<file path="src/rtl/lsu_riscv.sv">
// rtl/lsu_riscv.sv - RISC-V load/store unit bridging core accesses onto a req/gnt/rvalid data bus
// Optional misalignment trap enabled by defining LSU_MISALIGN_TRAP_EN.
module lsu_riscv (
    input  logic        clk_i,
    input  logic        rst_i,
    input  logic        lsu_req_i,
    input  logic        lsu_we_i,
    input  logic [2:0]  lsu_size_i,
    input  logic [31:0] lsu_addr_i,
    input  logic [31:0] lsu_data_i,
    output logic        lsu_stall_req_o,
    output logic [31:0] lsu_data_o,
    output logic        lsu_misaligned_o,
    output logic        data_req_o,
    output logic        data_we_o,
    output logic [3:0]  data_be_o,
    output logic [31:0] data_addr_o,
    output logic [31:0] data_wdata_o,
    input  logic        data_gnt_i,
    input  logic        data_rvalid_i,
    input  logic [31:0] data_rdata_i
);
    typedef enum logic [1:0] {S_IDLE, S_REQ, S_RESP, S_DONE} state_t;

    state_t      r_state;
    logic [2:0]  r_size;
    logic [1:0]  r_off;
    logic        r_req;
    logic        r_we;
    logic [3:0]  r_be;
    logic [31:0] r_addr;
    logic [31:0] r_wdata;
    logic [31:0] r_data;
    logic        r_misaligned;

    logic        w_illegal;
    logic        w_trap;
    logic [1:0]  w_off;
    logic [3:0]  w_be;
    logic [31:0] w_wdata;
    logic [31:0] w_shifted;
    logic [31:0] w_load;

    assign w_illegal = (lsu_size_i == 3'd3) || (lsu_size_i[2:1] == 2'b11);

`ifdef LSU_MISALIGN_TRAP_EN
    assign w_trap = !w_illegal &&
                    (((lsu_size_i[1:0] == 2'd1) && lsu_addr_i[0]) ||
                     ((lsu_size_i[1:0] == 2'd2) && (lsu_addr_i[1:0] != 2'b00)));
`else
    assign w_trap = 1'b0;
`endif

    // Byte offset ignores address bits below the access size, so untrapped misaligned accesses round down.
    always_comb begin
        w_off   = 2'b00;
        w_be    = 4'b1111;
        w_wdata = lsu_data_i;
        case (lsu_size_i[1:0])
            2'd0: begin
                w_off   = lsu_addr_i[1:0];
                w_be    = 4'b0001 << lsu_addr_i[1:0];
                w_wdata = {4{lsu_data_i[7:0]}};
            end
            2'd1: begin
                w_off   = {lsu_addr_i[1], 1'b0};
                w_be    = 4'b0011 << {lsu_addr_i[1], 1'b0};
                w_wdata = {2{lsu_data_i[15:0]}};
            end
            default: ;
        endcase
    end

    assign w_shifted = data_rdata_i >> {r_off, 3'b000};

    always_comb begin
        case (r_size)
            3'd0:    w_load = {{24{w_shifted[7]}}, w_shifted[7:0]};
            3'd1:    w_load = {{16{w_shifted[15]}}, w_shifted[15:0]};
            3'd4:    w_load = {24'd0, w_shifted[7:0]};
            3'd5:    w_load = {16'd0, w_shifted[15:0]};
            default: w_load = w_shifted;
        endcase
    end

    always_ff @(posedge clk_i or posedge rst_i) begin
        if (rst_i) begin
            r_state      <= S_IDLE;
            r_size       <= 3'd0;
            r_off        <= 2'b00;
            r_req        <= 1'b0;
            r_we         <= 1'b0;
            r_be         <= 4'b0000;
            r_addr       <= 32'd0;
            r_wdata      <= 32'd0;
            r_data       <= 32'd0;
            r_misaligned <= 1'b0;
        end else begin
            r_misaligned <= 1'b0;
            case (r_state)
                S_IDLE: begin
                    if (lsu_req_i) begin
                        r_we    <= lsu_we_i;
                        r_size  <= lsu_size_i;
                        r_off   <= w_off;
                        r_addr  <= lsu_addr_i;
                        r_be    <= w_be;
                        r_wdata <= w_wdata;
                        if (w_illegal || w_trap) begin
                            r_data       <= 32'd0;
                            r_misaligned <= w_trap;
                            r_state      <= S_DONE;
                        end else begin
                            r_req   <= 1'b1;
                            r_state <= S_REQ;
                        end
                    end
                end
                S_REQ: begin
                    if (data_gnt_i) begin
                        r_req   <= 1'b0;
                        r_state <= r_we ? S_DONE : S_RESP;
                    end
                end
                S_RESP: begin
                    if (data_rvalid_i) begin
                        r_data  <= w_load;
                        r_state <= S_DONE;
                    end
                end
                default: r_state <= S_IDLE;
            endcase
        end
    end

    assign lsu_stall_req_o  = lsu_req_i && (r_state != S_DONE);
    assign lsu_data_o       = r_data;
    assign lsu_misaligned_o = r_misaligned;
    assign data_req_o       = r_req;
    assign data_we_o        = r_we;
    assign data_be_o        = r_be;
    assign data_addr_o      = r_addr;
    assign data_wdata_o     = r_wdata;
endmodule

</file>
<file path="config.mk">
export PLATFORM = sky130hd
export DESIGN_NAME = lsu_riscv
export DESIGN_NICKNAME = d
export VERILOG_FILES = /design/src/rtl/lsu_riscv.sv
export SDC_FILE = /design/constraint.sdc
export NUM_CORES = 1
export LEC_CHECK = 0
export CAP_MARGIN = 20
export CORE_ASPECT_RATIO = 1.1
export CORE_UTILIZATION = 43
export CTS_CLUSTER_DIAMETER = 120
export DETAILED_ROUTE_END_ITERATION = 6
export PLACE_DENSITY = 0.8
export SYNTH_ARGS = -nofsm -noshare
export SYNTH_HDL_FRONTEND = slang
export SYNTH_SLANG_ARGS = --single-unit
</file>
<file path="constraint.sdc">
create_clock -name clk_i -period 4.1 [get_ports clk_i]
set_clock_uncertainty 0.1 [all_clocks]
set_input_delay 0.82 -clock clk_i [delete_from_list [all_inputs] [get_ports clk_i]]
set_output_delay 0.82 -clock clk_i [all_outputs]
set_load 0.02 [all_outputs]
</file>
==> results of run 1 <==
power breakdown:
part	internal, uW	switching [uW]
Clock	490	394
Sequential	1560	300
Combinational	1440	1480
cell usage in the layout (no fill, tap or decap), drive strengths merged, types with 8 or more instances in the layout:
| cell | count |
|---|---|
| mux2i | 40 |
| o21ai | 52 |
| mux2 | 51 |
| clkdlybuf4s50 | 207 |
| nor2 | 24 |
| nand2 | 45 |
| clkbuf | 10 |
| inv | 11 |
| a211oi | 8 |
| nand3b | 8 |
| a221o | 16 |
| a21oi | 20 |
| dfrtp | 109 |
synth_stat cells (all sizes together), types with 2 or more instances:
master,count
a221o,16
nand2,45
a211oi,8
o211ai,2
dfrtp,109
ha,4
nand2b,2
mux2,51
inv,10
clkbuf,12
nor2,24
a21o,2
o21ai,52
buf,22
a22o,6
nand3b,8
a21oi,20
mux2i,40
logic make-up after synthesis:
logic type	Yosys count	share of synthesized area (%)
and+or+nand+nor	84	7.54
DFF	109	53.6
muxes	92	19.6
other	1	0.0736
buffers and inverters	44	3.98
adders and majority gates	4	0.983
AOI/OAI and AO/OA	112	14.3
how the worst max path moves through the flow:
stage                      endpoint  startpoint  cells after the start  slack [ns]
floorplan            data_addr_o[0]       rst_i                      1        0.31
global placement    lsu_stall_req_o   lsu_req_i                      4        0.93
detailed placement  lsu_stall_req_o   lsu_req_i                      4        0.93
CTS                 lsu_stall_req_o   lsu_req_i                      4        0.92
global route        lsu_stall_req_o   lsu_req_i                      4        0.86
finish              lsu_stall_req_o   lsu_req_i                      4        0.92
registers in the layout, summed over array words and instances, names as in the netlist:
name,flops
data_addr_o,32
data_wdata_o,32
lsu_data_o,32
data_be_o,4
r_size,3
r_off,2
r_state,2
data_req_o,1
data_we_o,1
worst max-delay path: stages:
cell                              delay [ns]
sky130_fd_sc_hd__clkdlybuf4s50_1        0.64
sky130_fd_sc_hd__inv_1                  0.10
sky130_fd_sc_hd__nor2_1                 0.10
sky130_fd_sc_hd__clkdlybuf4s50_1        0.61
through the flow:
stage	total power (uW)	hold WS (ns)	utilization (%)
floorplan	3470	0.418	-
global placement	4670	0.362	63.1
detailed placement	4750	0.373	63.1
CTS	5660	0.388	65.7
global route	5980	0.417	65.9
finish	5660	0.380	65.9
final cells by class:
type,instances,area (um^2),area share [%]
repair buffers,213,2150,28.4
well taps,150,188,2.48
clock inverters,6,61.3,0.809
flip-flops and latches,109,2730,36.0
clock buffers,10,239,3.15
inverters,10,40.0,0.529
multi-input cells,293,2170,28.6
layer usage:
metal | routed length [um] | up-vias | part of all wire (%)
met2 | 6960 | 189 | 49
li1 | - | 1982 | -
met4 | 235 | 0 | 1.7
met5 | 0 | - | 0
met1 | 5590 | 2058 | 39
met3 | 1450 | 14 | 10
==> insert_results.sql, run 1 <==
INSERT INTO impl_metrics (metric_group, metric, value, unit) VALUES
('floorplanning', 'floorplan.die.width', '106', 'um'),
('global_route', 'grt_pass1_vias', '4274', ''),
('routing', 'drt_pass1_iterations', '4', ''),
('clock_tree', 'cts-htree-levels', '3', ''),
('synth', 'synth_warnings', '0', ''),
('clock_tree', 'clk_transition_reported_paths', '0.07', 'ns'),
('setup_path', 'timing.rr.start', 'r_state[0]', ''),
('clock_tree', 'post_cts_resize_count', '0', ''),
('timing', 'setup-tns-final', '0', 'ns'),
('timing', 'setup_viol', '0', ''),
('hold_path', 'hold_path_class', 'register to register', ''),
('routing', 'via_count', '4243', ''),
('clock_tree', 'clock_tree.root_cell', 'sky130_fd_sc_hd__clkbuf_16', ''),
('place', 'port-buffer-count', '207', ''),
('clock_tree', 'clk_path_buf_depth', '2', ''),
('finish', 'layout.cell_area.non_filler', '7570', 'um^2'),
('synth', 'syn_nets', '555', ''),
('floorplanning', 'core', '11500', 'um^2'),
('hold_path', 'min_path_cells', '2', ''),
('place', 'post-place-ws', '0.926', 'ns'),
('floorplanning', 'design.die.area', '12300', 'um^2'),
('global_route', 'gr-usage-met2', '40.4', '%'),
('clock_tree', 'clock_latency', '0.35', 'ns'),
('synth', 'synthesis.area_per_instance', '11.4', 'um^2'),
('clock_tree', 'cts_tree', 'built', ''),
('hold_path', 'worstHoldStart', 'data_wdata_o[17]', ''),
('synth', 'count_of_unique_library_cells_instantiated_by_yosys', '39', ''),
('timing', 'max-slew-margin-rel', '32.5', '%'),
('clock_tree', 'numCtsBuffers', '9', ''),
('routing', 'route.antenna.remaining_nets', '0', ''),
('synth', 'synth.top_cell.area_share', '53.6', '%'),
('global_route', 'remaining_global_route_overflow', '0', ''),
('timing', 'fin_crit', '3.18', 'ns'),
('power', 'leakage', '0.00320', 'uW'),
('floorplanning', 'rows', '41', ''),
('timing', 'tightestPinTransition', '1.01', 'ns'),
('place', 'detailedPlacementHpwl', '10.4', 'mm'),
('hold_path', 'holdPathEnd', 'data_wdata_o[17]', ''),
('setup_path', 'worst-endpoint-required', '3.18', 'ns'),
('floorplanning', 'floorplan.initialDensity', '44.3', '%'),
('setup_path', 'crit-reg2reg-capture', 'lsu_data_o[31]', ''),
('synth', 'synth_top_area_cell', 'sky130_fd_sc_hd__dfrtp_1', ''),
('global_route', 'grt_first_pass_wirelength', '22.4', 'mm'),
('routing', 'wirelength', '14.2', 'mm'),
('global_route', 'global_route.peak_usage_layer', 'met2', ''),
('place', 'placement.cell_area', '7250', 'um^2'),
('finish', 'area_growth_syn_to_layout', '48.7', '%'),
('power', 'worst_ir_drop_vdd', '0.413', 'mV'),
('finish', 'fraction_of_layout_instances_using_a_drive_strength_above_1', '13.3', '%'),
('timing', 'timing_max_transition_violations_final', '0', ''),
('synth', 'synth_edf_count', '0', ''),
('synth', 'synth-main-ff-cell', 'sky130_fd_sc_hd__dfrtp_1', ''),
('synth', 'proportion_of_synthesized_chip_area_in_sequential_cells', '53.6', '%'),
('run_status', 'status', 'finished clean', ''),
('power', 'power.density', '747', 'nW/um^2'),
('setup_path', 'ff2ff_setup_slack', '1.62', 'ns'),
('synth', 'synth_async_sr_flop_share', '100', '%'),
('routing', 'post_drt_via_cell_ratio', '5.36', ''),
('global_route', 'grt_antenna_before_repair', '0', ''),
('setup_path', 'timing.setup.critical_path_class', 'input pin to output pin', ''),
('run', 'timing.max_cap.violations', '0', ''),
('floorplanning', 'die_height', '116', 'um'),
('place', 'gp_routability_congestion', '0.802', ''),
('clock_tree', 'count_of_clock_tree_sinks', '109', ''),
('finish', 'total_inserted_antenna_cells', '0', ''),
('finish', 'final-instance-count-excl-fill', '791', ''),
('global_route', 'grt_use_met3', '8.98', '%'),
('setup_path', 'timing.critical_path.to_type', 'output pin', ''),
('timing', 'final_critical_path_setup_slack', '0.915', 'ns'),
('timing', 'layout_worst_path_cycle_share', '77.7', '%'),
('finish', 'n_fill_cell', '878', '');
No activity file was read; power rests on OpenSTA's default activity.
==> run 2, diff against run 1 <==
- clock period: 4.1 -> 3.2 ns (I/O delays scaled with it)
==> run 2 against run 1 <==
Largest cell class unchanged; setup slack worse by 0.48 ns; critical path depth is 1 higher; worst hold slack improved by 0.0011 ns; cell area increased by 0.48%; count of clock-buffer cells in the layout stayed put; global-route usage is 0.50 points higher; highest routed layer unchanged; combinational power up 29%; total power grew 29%; wire length increased by 1.3%; critical path type unchanged.
==> insert_results.sql, run 2 (synthesized netlist as in run 1, its figures left out) <==
INSERT INTO impl_metrics (metric_group, metric, value, unit) VALUES
('run_status', 'status', 'finished clean', ''),
('global_route', 'grtUsageTotal', '24.3', '%'),
('power', 'leakage', '0.00322', 'uW'),
('global_route', 'grt_start_max_net_pins', '110', ''),
('clock_tree', 'cts_tree', 'built', ''),
('setup_path', 'timing.critical_path.slowest_cell_delay', '0.62', 'ns'),
('clock_tree', 'clock_tree.root_cell', 'sky130_fd_sc_hd__clkbuf_16', ''),
('timing', 'max_clk_rate', '0.362', 'GHz'),
('power', 'internal_power', '4490', 'uW'),
('routing', 'drt_pass1_iterations', '4', ''),
('finish', 'area_growth_syn_to_layout', '49.5', '%'),
('finish', 'design.final.nets', '748', ''),
('clock_tree', 'clk_path_buf_depth', '2', ''),
('setup_path', 'maximum_fanout_count_along_the_critical_path', '6', ''),
('routing', 'remaining_drc_errors', '0', ''),
('floorplanning', 'rows', '41', ''),
('routing', 'post_drt_via_cell_ratio', '5.37', ''),
('power', 'finalPower', '7290', 'uW'),
('timing', 'hold_viol_final', '0', ''),
('clock_tree', 'numCtsBuffers', '9', ''),
('global_route', 'grt_antenna_before_repair', '0', ''),
('setup_path', 'timing.critical_path.to_type', 'output pin', ''),
('floorplanning', 'floorplan.die.width', '106', 'um'),
('routing', 'route.antenna.remaining_nets', '0', ''),
('finish', 'total_inserted_antenna_cells', '0', ''),
('finish', 'final-instance-count-excl-fill', '794', ''),
('run', 'timing.max_cap.violations', '0', ''),
('setup_path', 'setup.worst_path.start_class', 'input pin', ''),
('power', 'pwr-share-clk', '15.4', '%'),
('finish', 'layout_common_cells', '207 x sky130_fd_sc_hd__clkdlybuf4s50_1, 109 x sky130_fd_sc_hd__dfrtp_1, 51 x sky130_fd_sc_hd__mux2_2, 51 x sky130_fd_sc_hd__o21ai_0, 44 x sky130_fd_sc_hd__nand2_1', ''),
('setup_path', 'critical_path_arrival', '2.02', 'ns'),
('setup_path', 'cp_cell_sequence', 'clkdlybuf4s50_1, buf_4, inv_1, nor2_1, clkdlybuf4s50_1', ''),
('clock_tree', 'cts_hold_repair.buffers', '0', ''),
('power', 'p_switching', '2800', 'uW'),
('timing', 'fin_crit', '2.76', 'ns'),
('finish', 'multi_input_area', '2170', 'um^2'),
('finish', 'n_fill_cell', '903', ''),
('global_route', 'grt_pass1_vias', '4344', ''),
('place', 'detailedPlacementHpwl', '10.7', 'mm'),
('timing', 'timing_max_transition_violations_final', '0', ''),
('floorplanning', 'ios', '209', ''),
('timing', 'grt_setup_unrepaired', 'false', ''),
('power', 'worst_ir_drop_vdd', '0.565', 'mV'),
('routing', 'wirelength', '14.4', 'mm'),
('power', 'power.switching_fraction', '38.4', '%'),
('power', 'p_comb_share', '51.9', '%'),
('routing', 'via_count', '4264', ''),
('timing', 'setup_viol', '0', ''),
('clock_tree', 'cts-htree-levels', '3', ''),
('clock_tree', 'clk_transition_reported_paths', '0.07', 'ns'),
('clock_tree', 'clock_latency', '0.35', 'ns'),
('power', 'power.density', '957', 'nW/um^2'),
('finish', 'postLayoutCoreUtil', '66.2', '%'),
('floorplanning', 'design.die.area', '12300', 'um^2'),
('timing', 'setup-tns-final', '0', 'ns'),
('finish', 'layout.cells.most_common', 'sky130_fd_sc_hd__clkdlybuf4s50_1', ''),
('routing', 'wl_per_cell', '18.2', 'um'),
('timing', 'max-slew-margin-rel', '57.8', '%'),
('place', 'port-buffer-count', '207', ''),
('floorplanning', 'floorplan.initialDensity', '44.3', '%'),
('timing', 'tightestPinTransition', '0.633', 'ns'),
('global_route', 'grt_first_pass_wirelength', '22.9', 'mm'),
('setup_path', 'worst-endpoint-required', '2.46', 'ns'),
('clock_tree', 'post_cts_resize_count', '0', ''),
('clock_tree', 'post-cts-setup-buffers', '0', ''),
('finish', 'fraction_of_layout_instances_using_a_drive_strength_above_1', '13.7', '%'),
('timing', 'layout_worst_path_cycle_share', '86.3', '%'),
('place', 'post-place-ws', '0.381', 'ns'),
('setup_path', 'timing.setup.critical_path_class', 'input pin to output pin', ''),
('place', 'gp_routability_congestion', '0.836', ''),
('finish', 'sequential_cell_area', '2730', 'um^2'),
('routing', 'drt_iter0_drc', '172', ''),
('setup_path', 'cp_common_cell', 'sky130_fd_sc_hd__clkdlybuf4s50_1', ''),
('power', 'share_seq_of_total_power', '32.6', '%'),
('timing', 'final_critical_path_setup_slack', '0.439', 'ns'),
('clock_tree', 'count_of_clock_tree_sinks', '109', ''),
('hold_path', 'hold_path_class', 'register to register', ''),
('setup_path', 'critical-path-slowest-cell', 'sky130_fd_sc_hd__clkdlybuf4s50_1', ''),
('global_route', 'remaining_global_route_overflow', '0', ''),
('floorplanning', 'die_height', '116', 'um'),
('floorplanning', 'core', '11500', 'um^2'),
('place', 'instance_count_after_placement_with_tap_cells_included', '777', '');
==> run 2: layer usage <==
| layer | global-route usage, % | part of all wire (%) | wire (um) |
|---|---|---|---|
| met5 | 0 | 0 | 0 |
| met1 | 29.1 | 39 | 5610 |
| met4 | 8.24 | 1.8 | 255 |
| met3 | 7.76 | 9.9 | 1430 |
| met2 | 41.8 | 49 | 7130 |
==> run 2: worst max-delay path: cells and delay by family <==
kind / cells / cell delay [ns]
buffers and inverters: 4 / 1.29
AND/OR/NAND/NOR: 1 / 0.09
==> run 2: area by class of cell <==
type	instances	area share (%)
inverters	10	0.542
multi-input cells	293	28.5
repair buffers	216	28.7
flip-flops and latches	109	35.8
well taps	150	2.47
clock buffers	10	3.14
clock inverters	6	0.806
==> run 2: worst paths after layout <==
check                            startpoint          endpoint  slack (ns)  depth (start not counted)
setup / recovery                  lsu_req_i   lsu_stall_req_o        0.44                          5
hold / removal             data_wdata_o[11]  data_wdata_o[11]        0.38                          2
setup reg to reg                 r_state[0]    lsu_data_o[30]        0.80                          6
hold reg to reg            data_wdata_o[11]  data_wdata_o[11]        0.38                          2
max in group asynchronous             rst_i         r_size[0]        1.88                          3
min in group asynchronous             rst_i   data_wdata_o[8]        0.73                          3
==> run 2: power by group through the flow <==
| stage | sequential, uW | clock [uW] | combinational [uW] |
|---|---|---|---|
| after floorplan | 3020 | 0 | 1430 |
| after global routing | 2460 | 1200 | 4040 |
| final | 2380 | 1130 | 3780 |
| after global placement | 2350 | 0 | 3640 |
| after CTS | 2380 | 1150 | 3750 |
| after detailed placement | 2390 | 0 | 3720 |
==> run 2: metrics by stage <==
stage	hold WS, ns	cell area (um^2)
floorplan	0.418	5100
global placement	0.360	7280
detailed placement	0.372	7280
CTS	0.387	7580
global route	0.410	7610
finish	0.382	7610
==> run 3, diff against run 2 <==
- CORE_ASPECT_RATIO: 1.1 -> 1.2
==> run 3 against run 2 <==
Clock power is essentially flat; wire length is 0.71% lower; register-to-register slack better by 0.14 ns; highest routed layer unchanged; via count fell by 0.38%; worst hold slack better by 0.0046 ns; total power is essentially flat.
==> insert_results.sql, run 3 (synthesized netlist as in run 1, its figures left out) <==
INSERT INTO impl_metrics (metric_group, metric, value, unit) VALUES
('timing', 'setup_viol', '0', ''),
('clock_tree', 'cts-htree-levels', '3', ''),
('setup_path', 'worst-endpoint-required', '2.46', 'ns'),
('place', 'instance_count_after_placement_with_tap_cells_included', '789', ''),
('setup_path', 'ff2ff_setup_slack', '0.94', 'ns'),
('finish', 'fraction_of_layout_instances_using_a_drive_strength_above_1', '14.2', '%'),
('routing', 'top_layer', 'met4', ''),
('routing', 'met1_wire_length', '5.31', 'mm'),
('run_status', 'status', 'finished clean', ''),
('setup_path', 'crit-reg2reg-capture', 'lsu_data_o[25]', ''),
('global_route', 'grt_pass1_vias', '4421', ''),
('clock_tree', 'clk_transition_reported_paths', '0.07', 'ns'),
('clock_tree', 'cts_hold_repair.buffers', '0', ''),
('setup_path', 'worstRegToRegCells', '7', ''),
('floorplanning', 'die_height', '121', 'um'),
('hold_path', 'worstHoldStart', 'data_wdata_o[31]', ''),
('setup_path', 'cp_cell_sequence', 'clkdlybuf4s50_1, inv_1, nor2_1, clkdlybuf4s50_1', ''),
('setup_path', 'critical_path_arrival', '1.91', 'ns'),
('timing', 'timing_max_transition_violations_final', '0', ''),
('clock_tree', 'cts_tree', 'built', ''),
('finish', 'n_fill_cell', '869', ''),
('floorplanning', 'rows', '43', ''),
('timing', 'grt_setup_unrepaired', 'false', ''),
('run', 'timing.max_cap.violations', '0', ''),
('routing', 'wl_per_cell', '17.8', 'um'),
('clock_tree', 'post_cts_resize_count', '0', ''),
('finish', 'design.final.nets', '753', ''),
('setup_path', 'timing.critical_path.to_type', 'output pin', ''),
('timing', 'setup-tns-final', '0', 'ns'),
('timing', 'finalHoldWorstSlack', '0.386', 'ns'),
('routing', 'route.antenna.remaining_nets', '0', ''),
('timing', 'fin_crit', '2.65', 'ns'),
('setup_path', 'timing.critical_path.slowest_cell_delay', '0.64', 'ns'),
('routing', 'drt_pass1_iterations', '5', ''),
('clock_tree', 'numCtsBuffers', '9', ''),
('global_route', 'grt_first_pass_wirelength', '22.2', 'mm'),
('clock_tree', 'clk_path_buf_depth', '2', ''),
('hold_path', 'min_path_cells', '2', ''),
('power', 'worst_ir_drop_vdd', '0.573', 'mV'),
('routing', 'drt_iter0_drc', '132', ''),
('power', 'leakage', '0.00324', 'uW'),
('setup_path', 'critical_path.n_buffers_inverters', '3', ''),
('hold_path', 'holdPathEnd', 'data_wdata_o[31]', ''),
('power', 'power.density', '952', 'nW/um^2'),
('clock_tree', 'clock_latency', '0.34', 'ns'),
('timing', 'max-slew-margin-rel', '56.7', '%'),
('floorplanning', 'floorplan.initialDensity', '44.0', '%'),
('setup_path', 'timing.setup.critical_path_class', 'input pin to output pin', ''),
('finish', 'area_growth_syn_to_layout', '50.4', '%'),
('setup_path', 'timing.rr.start', 'r_state[0]', ''),
('global_route', 'grt_start_max_net_pins', '44', ''),
('routing', 'wl_met2', '7.31', 'mm'),
('routing', 'met3_wirelength', '1.35', 'mm'),
('place', 'gp_routability_congestion', '0.843', ''),
('floorplanning', 'ios', '209', ''),
('finish', 'total_inserted_antenna_cells', '0', ''),
('setup_path', 'critical-path-slowest-cell', 'sky130_fd_sc_hd__clkdlybuf4s50_1', ''),
('setup_path', 'maximum_fanout_count_along_the_critical_path', '2', ''),
('setup_path', 'setup.worst_path.start_class', 'input pin', ''),
('finish', 'layout.cells.most_common', 'sky130_fd_sc_hd__clkdlybuf4s50_1', ''),
('clock_tree', 'post-cts-setup-buffers', '0', ''),
('place', 'port-buffer-count', '207', ''),
('floorplanning', 'core', '11600', 'um^2'),
('floorplanning', 'design.die.area', '12300', 'um^2'),
('timing', 'layout_worst_path_cycle_share', '82.7', '%'),
('timing', 'tightestPinTransition', '0.648', 'ns'),
('place', 'detailedPlacementHpwl', '11.0', 'mm'),
('timing', 'hold_viol_final', '0', ''),
('floorplanning', 'floorplan.die.width', '101', 'um'),
('global_route', 'grtUsageTotal', '24.0', '%'),
('finish', 'layout_common_cells', '207 x sky130_fd_sc_hd__clkdlybuf4s50_1, 109 x sky130_fd_sc_hd__dfrtp_1, 51 x sky130_fd_sc_hd__mux2_2, 51 x sky130_fd_sc_hd__o21ai_0, 44 x sky130_fd_sc_hd__nand2_1', ''),
('routing', 'wirelength', '14.3', 'mm'),
('global_route', 'grt_antenna_before_repair', '0', ''),
('finish', 'final-instance-count-excl-fill', '805', ''),
('timing', 'max_clk_rate', '0.378', 'GHz'),
('setup_path', 'cp_common_cell', 'sky130_fd_sc_hd__clkdlybuf4s50_1', ''),
('setup_path', 'crit_family', 'buffers and inverters', ''),
('clock_tree', 'clock_tree.root_cell', 'sky130_fd_sc_hd__clkbuf_16', ''),
('routing', 'post_drt_via_cell_ratio', '5.28', ''),
('routing', 'remaining_drc_errors', '0', ''),
('clock_tree', 'count_of_clock_tree_sinks', '109', ''),
('hold_path', 'hold_path_class', 'register to register', ''),
('global_route', 'remaining_global_route_overflow', '0', ''),
('routing', 'via_count', '4248', '');
==> run 3: layout make-up <==
cell class	instances	area, um^2	area share, %
repair buffers	221	2220	29.0
multi-input cells	293	2170	28.3
well taps	157	196	2.57
clock buffers	11	253	3.30
flip-flops and latches	109	2730	35.6
clock inverters	4	47.5	0.621
inverters	10	41.3	0.539
==> run 3: worst max-delay path by stage <==
stage          slack [ns]           from  cells past startpoint              end
2_1_floorplan        1.14          rst_i                      1   data_addr_o[0]
3_3_place_gp         0.40  lsu_size_i[2]                      5    lsu_data_o[0]
3_5_place_dp         0.31  lsu_size_i[2]                      5    lsu_data_o[0]
4_1_cts              0.55      lsu_req_i                      4  lsu_stall_req_o
5_1_grt              0.51      lsu_req_i                      4  lsu_stall_req_o
6_report             0.55      lsu_req_i                      4  lsu_stall_req_o
==> run 3: worst min-delay path: stages, from the launching register on <==
cell and delay, ns:
sky130_fd_sc_hd__dfrtp_1 0.34, sky130_fd_sc_hd__nand2_1 0.05, sky130_fd_sc_hd__o21ai_0 0.06
==> run 3: per-layer routing <==
layer / up-vias / global-route usage [%]
li1: 1988 / -
met1: 2053 / 26.0
met2: 184 / 42.0
met3: 23 / 8.81
met4: 0 / 9.51
met5: - / 0
==> run 3: power by group <==
group | internal, uW | switching [uW]
sequential | 2000 | 374
clock | 643 | 486
combinational | 1870 | 1910
total | 4510 | 2780
==> run 3: through the flow <==
stage / util [%] / cell area, um^2 / total power, uW / worst slack, ns
finish: 66.2 / 7660 / 7290 / 0.553
global route: 66.2 / 7660 / 7700 / 0.508
CTS: 66.0 / 7630 / 7290 / 0.554
detailed placement: 63.4 / 7330 / 6130 / 0.309
global placement: 63.4 / 7330 / 6010 / 0.398
floorplan: - / 5100 / 4450 / 1.14
